<file path="config.mk">
export PLATFORM = sky130hd
export DESIGN_NAME = simplerisc_prog_loader_flat
export DESIGN_NICKNAME = d
export VERILOG_FILES = /design/src/rtl/simplerisc_pkg.sv /design/src/rtl/simplerisc_prog_loader_if.sv /design/src/rtl/simplerisc_instr_pack.sv /design/src/rtl/simplerisc_prog_loader.sv /design/src/flat_wrapper.sv
export SDC_FILE = /design/constraint.sdc
export NUM_CORES = 1
export LEC_CHECK = 0
export BUFFER_PORTS_ARGS = -buffer_cell sky130_fd_sc_hd__buf_2
export CORE_AREA = 2 2 78 73
export CTS_BUF_LIST = sky130_fd_sc_hd__clkbuf_2 sky130_fd_sc_hd__clkbuf_4 sky130_fd_sc_hd__clkbuf_8
export CTS_CLUSTER_DIAMETER = 150
export DETAILED_ROUTE_END_ITERATION = 16
export DIE_AREA = 0 0 80 75
export PLACE_DENSITY_LB_ADDON = 0.12
export SLEW_MARGIN = 10
export SYNTH_ARGS = -nofsm -noshare
export SYNTH_HDL_FRONTEND = slang
export SYNTH_SLANG_ARGS = --single-unit
</file>
<file path="constraint.sdc">
create_clock -name clk -period 2.35 [get_ports clk]
set_input_delay 0.47 -clock clk [delete_from_list [all_inputs] [get_ports clk]]
set_output_delay 0.47 -clock clk [all_outputs]
set_load 0.01 [all_outputs]
</file>
<file path="src/rtl/simplerisc_pkg.sv">
// Shared SimpleRISC definitions for the program loader: opcode constants,
// instruction field bit positions, the loader state enum and opcode class helpers.
package simplerisc_pkg;

   // Opcodes (instruction bits [31:27])
   localparam logic [4:0] OP_ADD  = 5'b00000;
   localparam logic [4:0] OP_SUB  = 5'b00001;
   localparam logic [4:0] OP_MUL  = 5'b00010;
   localparam logic [4:0] OP_DIV  = 5'b00011;
   localparam logic [4:0] OP_MOD  = 5'b00100;
   localparam logic [4:0] OP_CMP  = 5'b00101;
   localparam logic [4:0] OP_AND  = 5'b00110;
   localparam logic [4:0] OP_OR   = 5'b00111;
   localparam logic [4:0] OP_NOT  = 5'b01000;
   localparam logic [4:0] OP_MOV  = 5'b01001;
   localparam logic [4:0] OP_LSL  = 5'b01010;
   localparam logic [4:0] OP_LSR  = 5'b01011;
   localparam logic [4:0] OP_ASR  = 5'b01100;
   localparam logic [4:0] OP_NOP  = 5'b01101;
   localparam logic [4:0] OP_LD   = 5'b01110;
   localparam logic [4:0] OP_ST   = 5'b01111;
   localparam logic [4:0] OP_BEQ  = 5'b10000;
   localparam logic [4:0] OP_BGT  = 5'b10001;
   localparam logic [4:0] OP_B    = 5'b10010;
   localparam logic [4:0] OP_CALL = 5'b10011;
   localparam logic [4:0] OP_RET  = 5'b10100;

   // Field bit positions within the 32-bit instruction word
   localparam int OP_MSB     = 31;
   localparam int OP_LSB     = 27;
   localparam int I_BIT      = 26;
   localparam int RD_LSB     = 22;
   localparam int RS1_LSB    = 18;
   localparam int MOD_LSB    = 16;
   localparam int RS2_LSB    = 14;
   localparam int IMM_MSB    = 15;
   localparam int OFFSET_MSB = 26;

   typedef enum logic [1:0] {
      ST_IDLE = 2'd0,
      ST_LOAD = 2'd1,
      ST_DONE = 2'd2
   } load_state_t;

   // beq / bgt / b / call carry a 27-bit offset
   function automatic logic is_branch(input logic [4:0] op);
      return op inside {OP_BEQ, OP_BGT, OP_B, OP_CALL};
   endfunction

   // nop / ret carry no operands at all
   function automatic logic is_no_operand(input logic [4:0] op);
      return (op == OP_NOP) || (op == OP_RET);
   endfunction

endpackage

</file>
<file path="src/rtl/simplerisc_prog_loader_if.sv">
// Loader bus: the field-bundle stream (valid/ready) from the host and the
// single instruction-memory write port toward IMEM.
// master = host / memory side, slave = loader.
interface simplerisc_prog_loader_if #(
   parameter int IMEM_AW = 8
);
   logic               in_valid;
   logic               in_ready;
   logic [4:0]         in_op;
   logic               in_imm;
   logic [1:0]         in_mod;
   logic [3:0]         in_rd;
   logic [3:0]         in_rs1;
   logic [3:0]         in_rs2;
   logic [15:0]        in_imm16;
   logic [26:0]        in_offset;

   logic               imem_we;
   logic [IMEM_AW-1:0] imem_addr;
   logic [31:0]        imem_wdata;

   modport master (
      output in_valid, in_op, in_imm, in_mod, in_rd, in_rs1, in_rs2, in_imm16, in_offset,
      input  in_ready,
      input  imem_we, imem_addr, imem_wdata
   );

   modport slave (
      input  in_valid, in_op, in_imm, in_mod, in_rd, in_rs1, in_rs2, in_imm16, in_offset,
      output in_ready,
      output imem_we, imem_addr, imem_wdata
   );
endinterface

</file>
<file path="src/rtl/simplerisc_instr_pack.sv">
// Combinational encoder: assembler-level fields -> 32-bit SimpleRISC word.
// With ENC_LEGAL_CHECK_EN defined it also flags bundles that have no valid
// encoding; otherwise every bundle is legal and odd inputs are encoded leniently.
module simplerisc_instr_pack
   import simplerisc_pkg::*;
(
   input  logic [4:0]  op,
   input  logic        imm,
   input  logic [1:0]  mod,
   input  logic [3:0]  rd,
   input  logic [3:0]  rs1,
   input  logic [3:0]  rs2,
   input  logic [15:0] imm16,
   input  logic [26:0] offset,
   output logic [31:0] word,
   output logic        legal
);

   // Select the field layout by opcode class and pack the word
   always_comb begin
      // NOTE: every output gets a default first so no path leaves it unassigned (no latch).
      word  = '0;
      legal = 1'b1;
      word[OP_MSB:OP_LSB] = op;
      if (is_branch(op)) begin
         word[OFFSET_MSB:0] = offset;
      end else if (is_no_operand(op)) begin
         word[OFFSET_MSB:0] = '0;
      end else begin
         // ALU / ld / st format; opcodes above ret fall here too when unchecked
         word[I_BIT]          = imm;
         word[RD_LSB +: 4]    = (op == OP_CMP) ? 4'd0 : rd;
         word[RS1_LSB +: 4]   = (op == OP_NOT || op == OP_MOV) ? 4'd0 : rs1;
         if (imm) begin
            word[MOD_LSB +: 2]  = mod;
            word[IMM_MSB:0]     = imm16;
         end else begin
            word[RS2_LSB +: 4]  = rs2;
         end
      end
`ifdef ENC_LEGAL_CHECK_EN
      legal = (op <= OP_RET) && !(imm && (is_branch(op) || is_no_operand(op)));
`endif
   end

endmodule

</file>
<file path="src/rtl/simplerisc_prog_loader.sv">
// SimpleRISC program loader: accepts field bundles during a load session,
// encodes them and writes them to consecutive IMEM addresses from 0.
// Optional legality checking is enabled by defining ENC_LEGAL_CHECK_EN.
module simplerisc_prog_loader
   import simplerisc_pkg::*;
#(
   parameter int IMEM_AW = 8
) (
   input  logic                        clk,
   input  logic                        reset_n,
   input  logic                        start,
   input  logic                        finish,
   simplerisc_prog_loader_if.slave     bus,
   output logic [IMEM_AW:0]            count,
   output logic                        busy,
   output logic                        done,
   output logic                        overflow,
   output logic                        illegal
);

   // count value meaning "memory full" (== DEPTH)
   localparam logic [IMEM_AW:0] FULL = {1'b1, {IMEM_AW{1'b0}}};

   load_state_t        state_q, state_d;
   logic [IMEM_AW:0]   count_q;
   logic               overflow_q;
   logic               imem_we_q;
   logic [IMEM_AW-1:0] imem_addr_q;
   logic [31:0]        imem_wdata_q;
   logic [31:0]        word;
   logic               legal;
   logic               full;
   logic               accept;
   logic               overflow_hit;

   simplerisc_instr_pack u_pack (
      .op     (bus.in_op),
      .imm    (bus.in_imm),
      .mod    (bus.in_mod),
      .rd     (bus.in_rd),
      .rs1    (bus.in_rs1),
      .rs2    (bus.in_rs2),
      .imm16  (bus.in_imm16),
      .offset (bus.in_offset),
      .word   (word),
      .legal  (legal)
   );

   assign full         = (count_q == FULL);
   assign accept       = bus.in_valid && bus.in_ready;
   assign overflow_hit = (state_q == ST_LOAD) && bus.in_valid && full && !start;

   // State register
   always_ff @(posedge clk) begin
      // NOTE: sequential state uses non-blocking assignments so all flops update together.
      if (!reset_n) state_q <= ST_IDLE;
      else          state_q <= state_d;
   end

   // Next-state logic; start always (re)enters LOAD and beats finish
   always_comb begin
      state_d = state_q;
      unique case (state_q)
         ST_IDLE: if (start) state_d = ST_LOAD;
         ST_LOAD: begin
            if (start)                       state_d = ST_LOAD;
            else if (finish || overflow_hit) state_d = ST_DONE;
         end
         ST_DONE: if (start) state_d = ST_LOAD;
         default: state_d = ST_IDLE;
      endcase
   end

   // State decodes and the ready qualifier
   always_comb begin
      busy         = (state_q == ST_LOAD);
      done         = (state_q == ST_DONE);
      bus.in_ready = (state_q == ST_LOAD) && !full && !start && !finish;
   end

   // Write port, word counter and overflow flag
   always_ff @(posedge clk) begin
      if (!reset_n) begin
         imem_we_q    <= 1'b0;
         imem_addr_q  <= '0;
         imem_wdata_q <= '0;
         count_q      <= '0;
         overflow_q   <= 1'b0;
      end else begin
         imem_we_q <= 1'b0;
         if (start) begin
            count_q    <= '0;
            overflow_q <= 1'b0;
         end else begin
            if (accept && legal) begin
               imem_we_q    <= 1'b1;
               imem_addr_q  <= count_q[IMEM_AW-1:0];
               imem_wdata_q <= word;
               count_q      <= count_q + {{IMEM_AW{1'b0}}, 1'b1};
            end
            if (overflow_hit) overflow_q <= 1'b1;
         end
      end
   end

`ifdef ENC_LEGAL_CHECK_EN
   logic illegal_q;

   // Sticky flag for accepted-but-dropped bundles
   always_ff @(posedge clk) begin
      if (!reset_n)                   illegal_q <= 1'b0;
      else if (start)                 illegal_q <= 1'b0;
      else if (accept && !legal)      illegal_q <= 1'b1;
   end

   assign illegal = illegal_q;
`else
   assign illegal = 1'b0;
`endif

   assign bus.imem_we    = imem_we_q;
   assign bus.imem_addr  = imem_addr_q;
   assign bus.imem_wdata = imem_wdata_q;
   assign count          = count_q;
   assign overflow       = overflow_q;

endmodule

</file>
<file path="src/flat_wrapper.sv">
// flat-port wrapper written by rule: the top's interface ports become plain ports
module simplerisc_prog_loader_flat import simplerisc_pkg::*;
#(
   parameter int IMEM_AW = 8
)
  (clk, reset_n, start, finish, count, busy, done, overflow, illegal, bus_in_valid, bus_in_op, bus_in_imm, bus_in_mod, bus_in_rd, bus_in_rs1, bus_in_rs2, bus_in_imm16, bus_in_offset, bus_in_ready, bus_imem_we, bus_imem_addr, bus_imem_wdata);
  simplerisc_prog_loader_if #(.IMEM_AW(IMEM_AW)) bus_i ();
  input  logic clk;
  input  logic reset_n;
  input  logic start;
  input  logic finish;
  output logic [IMEM_AW:0] count;
  output logic busy;
  output logic done;
  output logic overflow;
  output logic illegal;
  input wire logic [$bits(bus_i.in_valid)-1:0] bus_in_valid;
  input wire logic [$bits(bus_i.in_op)-1:0] bus_in_op;
  input wire logic [$bits(bus_i.in_imm)-1:0] bus_in_imm;
  input wire logic [$bits(bus_i.in_mod)-1:0] bus_in_mod;
  input wire logic [$bits(bus_i.in_rd)-1:0] bus_in_rd;
  input wire logic [$bits(bus_i.in_rs1)-1:0] bus_in_rs1;
  input wire logic [$bits(bus_i.in_rs2)-1:0] bus_in_rs2;
  input wire logic [$bits(bus_i.in_imm16)-1:0] bus_in_imm16;
  input wire logic [$bits(bus_i.in_offset)-1:0] bus_in_offset;
  output wire logic [$bits(bus_i.in_ready)-1:0] bus_in_ready;
  output wire logic [$bits(bus_i.imem_we)-1:0] bus_imem_we;
  output wire logic [$bits(bus_i.imem_addr)-1:0] bus_imem_addr;
  output wire logic [$bits(bus_i.imem_wdata)-1:0] bus_imem_wdata;
  assign bus_i.in_valid = bus_in_valid;
  assign bus_i.in_op = bus_in_op;
  assign bus_i.in_imm = bus_in_imm;
  assign bus_i.in_mod = bus_in_mod;
  assign bus_i.in_rd = bus_in_rd;
  assign bus_i.in_rs1 = bus_in_rs1;
  assign bus_i.in_rs2 = bus_in_rs2;
  assign bus_i.in_imm16 = bus_in_imm16;
  assign bus_i.in_offset = bus_in_offset;
  assign bus_in_ready = bus_i.in_ready;
  assign bus_imem_we = bus_i.imem_we;
  assign bus_imem_addr = bus_i.imem_addr;
  assign bus_imem_wdata = bus_i.imem_wdata;
  simplerisc_prog_loader #(.IMEM_AW(IMEM_AW)) u_core (.clk(clk), .reset_n(reset_n), .start(start), .finish(finish), .bus(bus_i), .count(count), .busy(busy), .done(done), .overflow(overflow), .illegal(illegal));
endmodule
</file>
* Yosys cells after proc, flatten, opt, wreduce, memory -nomap -nowiden
Index checks and enable logic that the tools add are counted.
W data, S select, Z words.
** Storage, ports and cells
- Flip-flop bits (word level) :: 53
- Bits in latches :: 0
- Memory bits (writable) :: 0
- ROM bits :: 0
- Word-level logic and storage cells :: 53
- Memories kept :: 0
** Operators by class
- $add $sub $neg :: 1
- $mul :: 0
- Divide/modulo/power cells :: 0
- $lt $le $gt $ge :: 0
- Equal/unequal tests :: 14
- Shifts and indexed selects :: 0
- Multiplexer cells :: 11
- Bitwise logic cells :: 2
- Reduce and logical (&&, ||, !) cells :: 19
** Operator list (count)
- $mux W27 :: 2
- $eq A5 B5 Y1 const B :: 5
- $eq A5 B4 Y1 const B :: 3
- $mux W14 :: 1
- $mux W4 :: 3
- $add A9 B1 Y9 const B :: 1
- $eq A9 B9 Y1 const B :: 1
- $logic_and A1 B1 Y1 :: 7
- $mux W2 :: 3
- $eq A5 B3 Y1 const B :: 1
- $pmux W2 S2 :: 1
- $reduce_and A2 Y1 :: 2
- $reduce_bool A4 Y1 :: 1
- $reduce_or A2 Y1 :: 2
- $logic_not A1 Y1 :: 3
- $logic_or A1 B1 Y1 :: 3
- $ne A3 B2 Y1 const B :: 1
- $eq A2 B1 Y1 const B :: 1
- $eq A2 B2 Y1 const B :: 1
- $logic_not A2 Y1 :: 1
- $ne A2 B1 Y1 const B :: 1
- $not A1 Y1 :: 2
- $mux W1 :: 1

* Longest topological paths before layout
Gate-level depths: netlist (run 1).
- Depth in word-level cells :: 8
- Gate-level depth with buffers :: 8

* Hierarchy
From an unflattened synthesis (run 1), not the netlist that was laid out.
** Unflattened totals
- Cells, all modules :: 328
- Area, all modules :: 2832.7 um2
** By module, submodules not included
- simplerisc_prog_loader :: times used 1, cells each 259, area each 2313.5 um2, sequential area each 1061.0 um2
- simplerisc_instr_pack :: times used 1, cells each 69, area each 519.2 um2, sequential area each 0.0 um2

* Least setup slack after synthesis (run 1)
Ideal clock, no wire load.
- Kind :: input to register
- Start point :: in bus_in_op[3]
- End point :: reg u_core.imem_wdata_q[26] (netlist: u_core.bus.imem_wdata[26])
- Data arrival time :: 1.621 ns
- Path slack :: 0.606 ns
- Stages on the path :: 5
- Path buffers :: 1
- Cells stage by stage :: nor4b_1 -> a211oi_2 -> buf_2 -> a221oi_1 -> nor2_1
** Between the ends
- Longest elaborated chain between the ends :: 4
** Ends and longest elaborated chain
- start, declared :: line flat_wrapper.sv:18 : input wire logic [$bits(bus_i.in_op)-1:0] bus_in_op;
- $eq A5 B4 Y1 or $eq A5 B5 Y1 (tied branches) :: line simplerisc_pkg.sv:52 : return (op == OP_NOP) || (op == OP_RET);
- $logic_or A1 B1 Y1 :: line simplerisc_pkg.sv:52
- $mux W27 :: line simplerisc_instr_pack.sv:27 : end else if (is_no_operand(op)) begin
- $mux W27 * :: line simplerisc_instr_pack.sv:25 : if (is_branch(op)) begin
- end signal, assigned :: line simplerisc_prog_loader.sv:98 : imem_wdata_q <= word;
- end, declared :: line simplerisc_prog_loader.sv:29 : logic [31:0] imem_wdata_q;
Mark *: on every way between the ends. The rest lies on a longest branch, timed or not.
A chain may end at the register's enable or synchronous reset.

* Worst setup path after layout (run 1)
- Start point :: reg u_core.count_q[3] (netlist: u_core.count[3])
- End point :: out bus_in_ready
** Between the ends
- Longest elaborated chain between the ends :: 5
** Ends and longest elaborated chain
- start, declared :: line simplerisc_prog_loader.sv:25 : logic [IMEM_AW:0] count_q;
- start signal, assigned :: line simplerisc_prog_loader.sv:99 : count_q <= count_q + {{IMEM_AW{1'b0}}, 1'b1};
- $eq A9 B9 Y1 :: line simplerisc_prog_loader.sv:49 : assign full = (count_q == FULL);
- $logic_not A1 Y1 :: line simplerisc_prog_loader.sv:78 : bus.in_ready = (state_q == ST_LOAD) && !full && !start && !finish;
- $logic_and A1 B1 Y1 (3 in a row) :: line simplerisc_prog_loader.sv:78
- end, declared :: line flat_wrapper.sv:26 : output wire logic [$bits(bus_i.in_ready)-1:0] bus_in_ready;
Every way passes these cells.

==> impl.org, run 1 <==
** Final layout
- Count of nets after finishing :: roughly 450
- Measured on the finished design, the core utilization comes to 60.1%.
- Area of the multi-input gates :: between 1000 and 1500 um2
- The layout has between 400 and 500 filler cells.
- Area growth from synthesis to final layout :: 29.7%
- N_diodes :: 0
- Non-filler cells in the finished layout :: roughly 450
- The post-route netlist has 38.2% of its cells at a drive strength greater than 1.
- Post-Layout Inst Area :: 3080 um2
- In the final layout, flip-flops and latches occupy roughly 1100 um2.

** Placed design
- Routability Congestion :: roughly 0.82
- Port Buffer Count :: 121
- Placed insts :: 441
- The placed instances occupy a cell area of approximately 3000 um2.
- After legalization and detailed placement, the total HPWL measured 4620 um.

** STA
- Slew headroom :: 19.6%
- Peak Freq :: between 0.4 and 0.5 GHz
- For the pin with the worst max-slew slack, the measured transition is approximately 1.2 ns.
- The max-slew violation total from the final report was 0.
- The worst path uses between 90 and 100% of the clock period.
- Minimum clock period :: around 2.1 ns
- Total Neg Setup Slack :: 0 ns
- Final setup violation count :: 0
- Hold Fails Final Rpt :: 0
- Setup repair after global routing left no endpoint under its margin.
- Between clock sinks in the finished design, the worst skew comes to a little over 0.008 ns.

** Logic synthesis
- Counting every net in the synthesized netlist gives 336.
- Instance count of the mapped netlist :: around 270
- The synthesized netlist occupies a cell area of 2380 um2.
- Number of distinct library cells after synthesis :: 44
- The Yosys step of the flow raised 0 warnings.
- In this run, synthesis inferred 0 flip-flops with an integrated enable.
- Flip-flop and latch count after synthesis :: 53
- After synthesis, the share of flip-flops with an asynchronous set or reset is 0%.
- Dominant synthesized flop cell :: sky130_fd_sc_hd__dfxtp_1
- Dividing the synthesized area by the synthesized cell count gives ~8.9 um2.
- Sequential fraction of the synthesis area :: between 40 and 50%

** Clock network
- CTS Hold Buffers Added :: 0
- # H-tree levels :: 2
- After clock tree synthesis, the setup repair step added 0 buffers.
- Latest clock arrival within the worst-skew pair :: around 0.3 ns
- CTS sink count :: between 50 and 60
- Clock tree from TritonCTS :: built
- CTS Buf Count :: 5
- Cells resized by post-CTS repair :: 0
- The longest clock path from root to sink contains 2 buffers.
- Clock-pin slew was measured on the worst setup and hold paths at ~0.090 ns.
- Clock root buffer master :: sky130_fd_sc_hd__clkbuf_8

** Worst setup path
- On the worst path, the slowest cell contributes a delay of ~0.57 ns.
- Category of the worst setup path launch point :: flop
- Along the worst path, the maximum fanout reaches 7.
- Dominant cell type by count on the critical path :: sky130_fd_sc_hd__nor2_1
- Arrival time worst endpoint :: roughly 1.7 ns
- For the worst setup path, the data required time is between 1.5 and 2 ns.
- The worst setup path is captured at an output pin.
- The slowest stage of the critical path is the sky130_fd_sc_hd__or4_4 cell.
- The critical path is of the reg2out type.
- The signal on the critical path passes through or4_4 > nor2_1 > nor2_1 > buf_2.

** Floorplanning
- In this run the core area contains 25 standard-cell rows.
- Initial cell density of the core :: around 46%
- The die is ~75 um tall.
- From left edge to right edge, the die measures roughly 80 um.
- For this design the top-level I/O count stands at around 120.
- The floorplan step defined a core boundary enclosing around 5000 um2.
- Area of the die :: ~6000 um2

** Detailed routing
- The final route contains between 2000 and 2500 vias.
- Drt wl/cell :: 14.3 um
- In the routed design, unresolved DRC markers number 0.
- Length of the first detailed-routing pass in iterations :: 4
- The routed design has 6390 um of wire.
- In this run the remaining antenna-violating nets after routing total 0.
- 1st-iter DRT viols :: 140
- Average via count per standard cell :: ~5.4

** Global routing
- Initial antenna violation count :: 0
- In the global route stage, overall resource usage came out at between 20% and 30%.
- Number of global-route vias before repair :: 2244
- Pin count of the biggest net entering global routing :: ~40
- The first global-routing pass estimated approximately 10000 um of wire.
- Total grt overflow :: 0

** Power
- In this run the static leakage power is around 0.0014 uW.
- Total power after layout :: 1580 uW
- In this run the power density over the cells is ~510 nW/um2.
- VDD sags by at most 271 uV.

** Hold path
- Worst hold path class :: in2reg

** Flow run
- Max-cap violation count :: 0

** Outcome
- The flow ran to the end, and the final reports show no timing, DRC or antenna violations.
state kept, by name (all words and copies together) (netlist names):
| name | count |
|---|---|
| u_core.state_q | 2 |
| u_core.bus.imem_we | 1 |
| u_core.count | 9 |
| u_core.overflow | 1 |
| u_core.bus.imem_addr | 8 |
| u_core.bus.imem_wdata | 32 |
layer usage:
layer	global-route usage [%]	share of wire, %	wire length [um]
met5	0	0	0
met1	25.7	44	2780
met3	6.59	5.8	372
met2	36.4	49	3160
met4	6.97	1.2	74
logic make-up after synthesis:
family | synth area share, %
other | 0.158
xor gates and xnor gates | 1.47
muxes | 1.89
AOI/OAI and AO/OA | 27.7
DFF | 44.6
buffers and inverters | 5.95
adders and majority gates | 1.05
and+or+nand+nor | 17.1
synth_stat cells, drive strengths merged (3+ instances only):
library cell	n	area, um2
o21ai	29	145
clkbuf	11	41.3
nor2	22	82.6
or4	3	26.3
a21oi	20	100
xor2	3	26.3
a221oi	13	114
nand2	32	120
nor4b	3	41.3
buf	11	88.8
inv	3	11.3
a21boi	14	105
mux2	4	45.0
dfxtp	53	1060
a32oi	14	123
critical path: cells and delay by family (launching register included):
kind / cells / cell delay (ns)
AND/OR/NAND/NOR: 3 / 0.83
flip-flops: 1 / 0.39
buffers and inverters: 1 / 0.14
layout make-up:
cell class	count	area share, %
flip-flops and latches	53	34.4
clock buffers	5	2.23
inverters	3	0.365
clock inverters	1	0.162
repair buffers	130	21.8
multi-input cells	188	38.3
well taps	67	2.72
placed cells by master, fill, tap and decap left out, types with 2 or more instances in the layout:
cell | synthesis | layout
sky130_fd_sc_hd__ha_1 | 2 | 2
sky130_fd_sc_hd__nand4_1 | 2 | 2
sky130_fd_sc_hd__nand3_1 | 2 | 2
sky130_fd_sc_hd__buf_2 | 2 | 121
sky130_fd_sc_hd__o21ai_1 | 7 | 7
sky130_fd_sc_hd__nand2_1 | 32 | 32
sky130_fd_sc_hd__nor4b_1 | 2 | 2
sky130_fd_sc_hd__clkbuf_8 | 0 | 5
sky130_fd_sc_hd__a32oi_1 | 14 | 14
sky130_fd_sc_hd__buf_4 | 4 | 9
sky130_fd_sc_hd__inv_1 | 3 | 3
sky130_fd_sc_hd__nor2b_1 | 2 | 2
sky130_fd_sc_hd__or3_1 | 2 | 2
sky130_fd_sc_hd__and2_1 | 2 | 2
sky130_fd_sc_hd__nor4bb_1 | 2 | 2
sky130_fd_sc_hd__a21oi_1 | 20 | 20
sky130_fd_sc_hd__o31ai_1 | 2 | 2
sky130_fd_sc_hd__nor3_1 | 2 | 2
sky130_fd_sc_hd__o21ai_0 | 22 | 22
sky130_fd_sc_hd__or4_1 | 2 | 2
sky130_fd_sc_hd__dfxtp_1 | 53 | 53
sky130_fd_sc_hd__a221oi_1 | 13 | 13
sky130_fd_sc_hd__a21boi_1 | 9 | 9
sky130_fd_sc_hd__nor2_1 | 22 | 22
sky130_fd_sc_hd__a21boi_0 | 5 | 5
sky130_fd_sc_hd__mux2_2 | 4 | 4
sky130_fd_sc_hd__xor2_1 | 3 | 3
through the flow:
stage	hold slack [ns]	setup slack (ns)
5_1_grt	0.412	0.123
3_5_place_dp	0.444	0.0973
2_1_floorplan	0.479	0.606
3_3_place_gp	0.438	0.141
6_report	0.428	0.222
4_1_cts	0.425	0.200
worst paths after layout:
check / slack, ns / startpoint / cells past startpoint / to
setup / recovery: 0.22 / u_core.count[3] / 4 / bus_in_ready
hold / removal: 0.43 / reset_n / 2 / u_core.state_q[0]
setup reg to reg: 0.46 / u_core.count[3] / 5 / u_core.bus.imem_wdata[16]
hold reg to reg: 0.46 / u_core.bus.imem_addr[2] / 2 / u_core.bus.imem_addr[2]
power by group:
part,switching (uW),internal [uW]
sequential,7.59,911
clock,279,197
combinational,98.5,88.9
Note: power is estimated with default switching activity, not from simulation.
==> inputs of run 2 (changes only) <==
- CORE_AREA: 2 2 78 73 -> 2 2 75 77
- DIE_AREA: 0 0 80 75 -> 0 0 77 79
- clock period: 2.35 -> 2.4 ns (I/O delays scaled with it)
==> impl.org, run 2 (synthesis results as in run 1) <==
** STA
- Hold Fails Final Rpt :: 0 (unchanged)
- Share of the clock period used by the worst path after layout :: approximately nine tenths
- Final setup violation count :: 0 (unchanged)
- Counting I/O delays and the setup requirement, the final critical path takes between 2 and 2.5 ns.
- The worst clock skew on the final layout is 0.00892 ns (+0.000631 ns).
- The relative slew slack came to 20.0% (+0.37 points).
- Timing would allow up to 0.468 GHz.
- Worst Max-Slew Pin Slew :: 1.20 ns (-0.00557 ns)
- The max-slew violation total from the final report was 0 (unchanged).
- Setup repair after global routing left no endpoint under its margin.

** Placed design
- DPL Wire Length :: 4470 um (-3.1%)
- Post-detailed-placement cell area :: 3010 um2 (+0.12%)
- The port buffer count is 121 (unchanged).
- Routability Congestion :: 0.826 (+0.56%)

** Final layout
- Count of nets after finishing :: 449 (-0.44%)
- Post-Layout Inst Area :: 3100 um2 (+0.69%)
- N_diodes :: 0 (unchanged)
- Area growth from synthesis to final layout :: 30.6%
- Share of cells above drive strength 1 :: 38.2% (unchanged)
- Flip-flop count of the largest register, all copies and words added :: 32 (unchanged)
- The library cell used most frequently in the layout, excluding fill and tap cells, is sky130_fd_sc_hd__buf_2.
- Top library cells by usage in the layout, fill and taps aside :: 121 x sky130_fd_sc_hd__buf_2, 53 x sky130_fd_sc_hd__dfxtp_1, 32 x sky130_fd_sc_hd__nand2_1

** Global routing
- Number of global-route vias before repair :: 2188 (-2.5%)
- The total congestion overflow was 0 (unchanged).
- The total routing resource utilization after global routing is 20.7% (-0.55 points).
- The initial antenna violation count came to 0 (unchanged).
- First-pass GRT wire length :: 10200 um (+1.7%)
- Pin count of the biggest net entering global routing :: 51 (+24%)

** Worst setup path
- The data arrival time of the critical path is 1.66 ns (about the same).
- CP max stage delay :: 0.57 ns (about the same)
- Category of the worst setup path launch point :: flop
- Among the stages of the critical path, the cell type that occurs most often is sky130_fd_sc_hd__nor2_1.
- Critical Path Sink Type :: output pin
- The peak fanout along the critical path is 7 (unchanged).
- Slowest stage cell on the critical path :: sky130_fd_sc_hd__or4_4
- The required time at the endpoint of the critical path came to 1.92 ns (+0.04 ns).
- Ordered cell list for the critical path :: or4_4 > nor2_1 > nor2_1 > buf_2
- Number of cell instances on the worst register-to-register path :: 5 (unchanged)
- Worst setup path class :: reg2out

** Clock network
- Clock tree from TritonCTS :: built
- The clock-pin slew on the worst setup and hold paths came to 0.09 ns (about the same).
- Post-CTS repair timing setup buffer count :: 0 (unchanged)
- The clock latency at the later pin of the worst-skew pair was 0.31 ns (about the same).
- The level count of the clock H-tree was 2 (unchanged).
- Maximum root-to-sink buffer count :: 2 (unchanged)
- Clock root buffer master :: sky130_fd_sc_hd__clkbuf_8
- The number of CTS-inserted buffers was 5 (unchanged).
- CTS sink count :: 53 (unchanged)
- The post-cts gate resize count was 0 (unchanged).
- CTS Hold Buffers Added :: 0 (unchanged)

** Power
- The leakage component of the power was 0.00140 uW (+0.15%).
- The total power of the final layout was 1600 uW (+1.3%).
- Power density over cell area :: 516 nW/um2 (+0.61%)
- Highest ir drop seen on vdd :: 266 uV (-1.9%)

** Detailed routing
- The number of detailed-routing iterations run before antenna repair was 4 (unchanged).
- The average vias per placed instance came to 5.21 (-3.9%).
- The final routed wire length divided by cell count is 13.7 um (-4.0%).
- Post-route antenna net violation count :: 0 (unchanged)
- Remaining design rule violation count :: 0 (unchanged)
- 1st-iter DRT viols :: 59 (-58%)
- The total length of routed wires was 6200 um (-3.0%).
- Via count :: 2354 (-2.8%)

** Floorplanning
- The initial core utilization came to 44.5% (-1.8 points).
- Area of the die :: 6080 um2 (+1.4%)
- The number of top-level pins was 123 (unchanged).
- The standard cell core area came to 5340 um2 (+4.0%).
- DIE HEIGHT :: 79 um (+5.3%)
- The number of standard-cell rows in the floorplan is 27 (+8.0%).
- Die Width :: 77 um (-3.8%)

** Flow run
- Max-cap violation count :: 0 (unchanged)

** Hold path
- Hold depth :: 3 (+1)
- In this run the worst hold path is classified as in2reg.

** Outcome
- The flow ran to the end, and the final reports show no timing, DRC or antenna violations.
run 2: changes by cell type in the layout (fill, tap and decap cells not counted), sizes merged:
| cell | delta |
|---|---|
| clkbuf | +3 |
| buf | -2 |
| clkinv | -1 |
run 2: cell type report:
cell class              count  area (um2)
flip-flops and latches     53        1060
clock buffers               8        91.3
well taps                  72        90.1
fillers                   521        2230
inverters                   3        11.3
multi-input cells         188        1180
repair buffers            128         671
run 2: worst paths after layout:
path,startpoint,end,slack [ns]
max,u_core.count[3],bus_in_ready,0.26
min,bus_in_rd[3],u_core.bus.imem_wdata[25],0.44
max reg2reg,u_core.count[3],u_core.bus.imem_wdata[17],0.48
min reg2reg,u_core.bus.imem_addr[5],u_core.bus.imem_addr[5],0.45
run 2: report_power, final:
| part | switching [uW] | internal [uW] | leakage [uW] | total (uW) |
|---|---|---|---|---|
| Clock | 278 | 242 | 0.0000498 | 520 |
| Combinational | 96.1 | 86.8 | 0.000925 | 183 |
| Sequential | 7.43 | 892 | 0.000428 | 900 |
| Total | 381 | 1220 | 0.00140 | 1600 |
run 2: worst max-delay path: cells and delay by family (launching register included):
| family | cells | cell delay (ns) |
|---|---|---|
| simple gates | 3 | 0.82 |
| flops | 1 | 0.40 |
| buf+inv | 1 | 0.14 |
run 2: through the flow:
step	hold slack [ns]	worst slack [ns]	cells	util [%]	setup TNS (ns)
2_1_floorplan	0.479	0.646	266	-	0
3_3_place_gp	0.439	0.0216	444	56.4	0
3_5_place_dp	0.442	-0.00211	444	56.4	-0.00211
4_1_cts	0.424	0.246	452	58.2	0
5_1_grt	0.438	0.138	452	58.2	0
6_report	0.440	0.264	452	58.2	0
run 2: metal layers:
layer / track usage (%) / up-vias / part of all wire (%)
met4: 6.96 / 0 / 0.73
met2: 35.9 / 78 / 50
met5: 0 / - / 0
met3: 4.89 / 4 / 6.7
li1: - / 1206 / -
met1: 25.4 / 1066 / 42
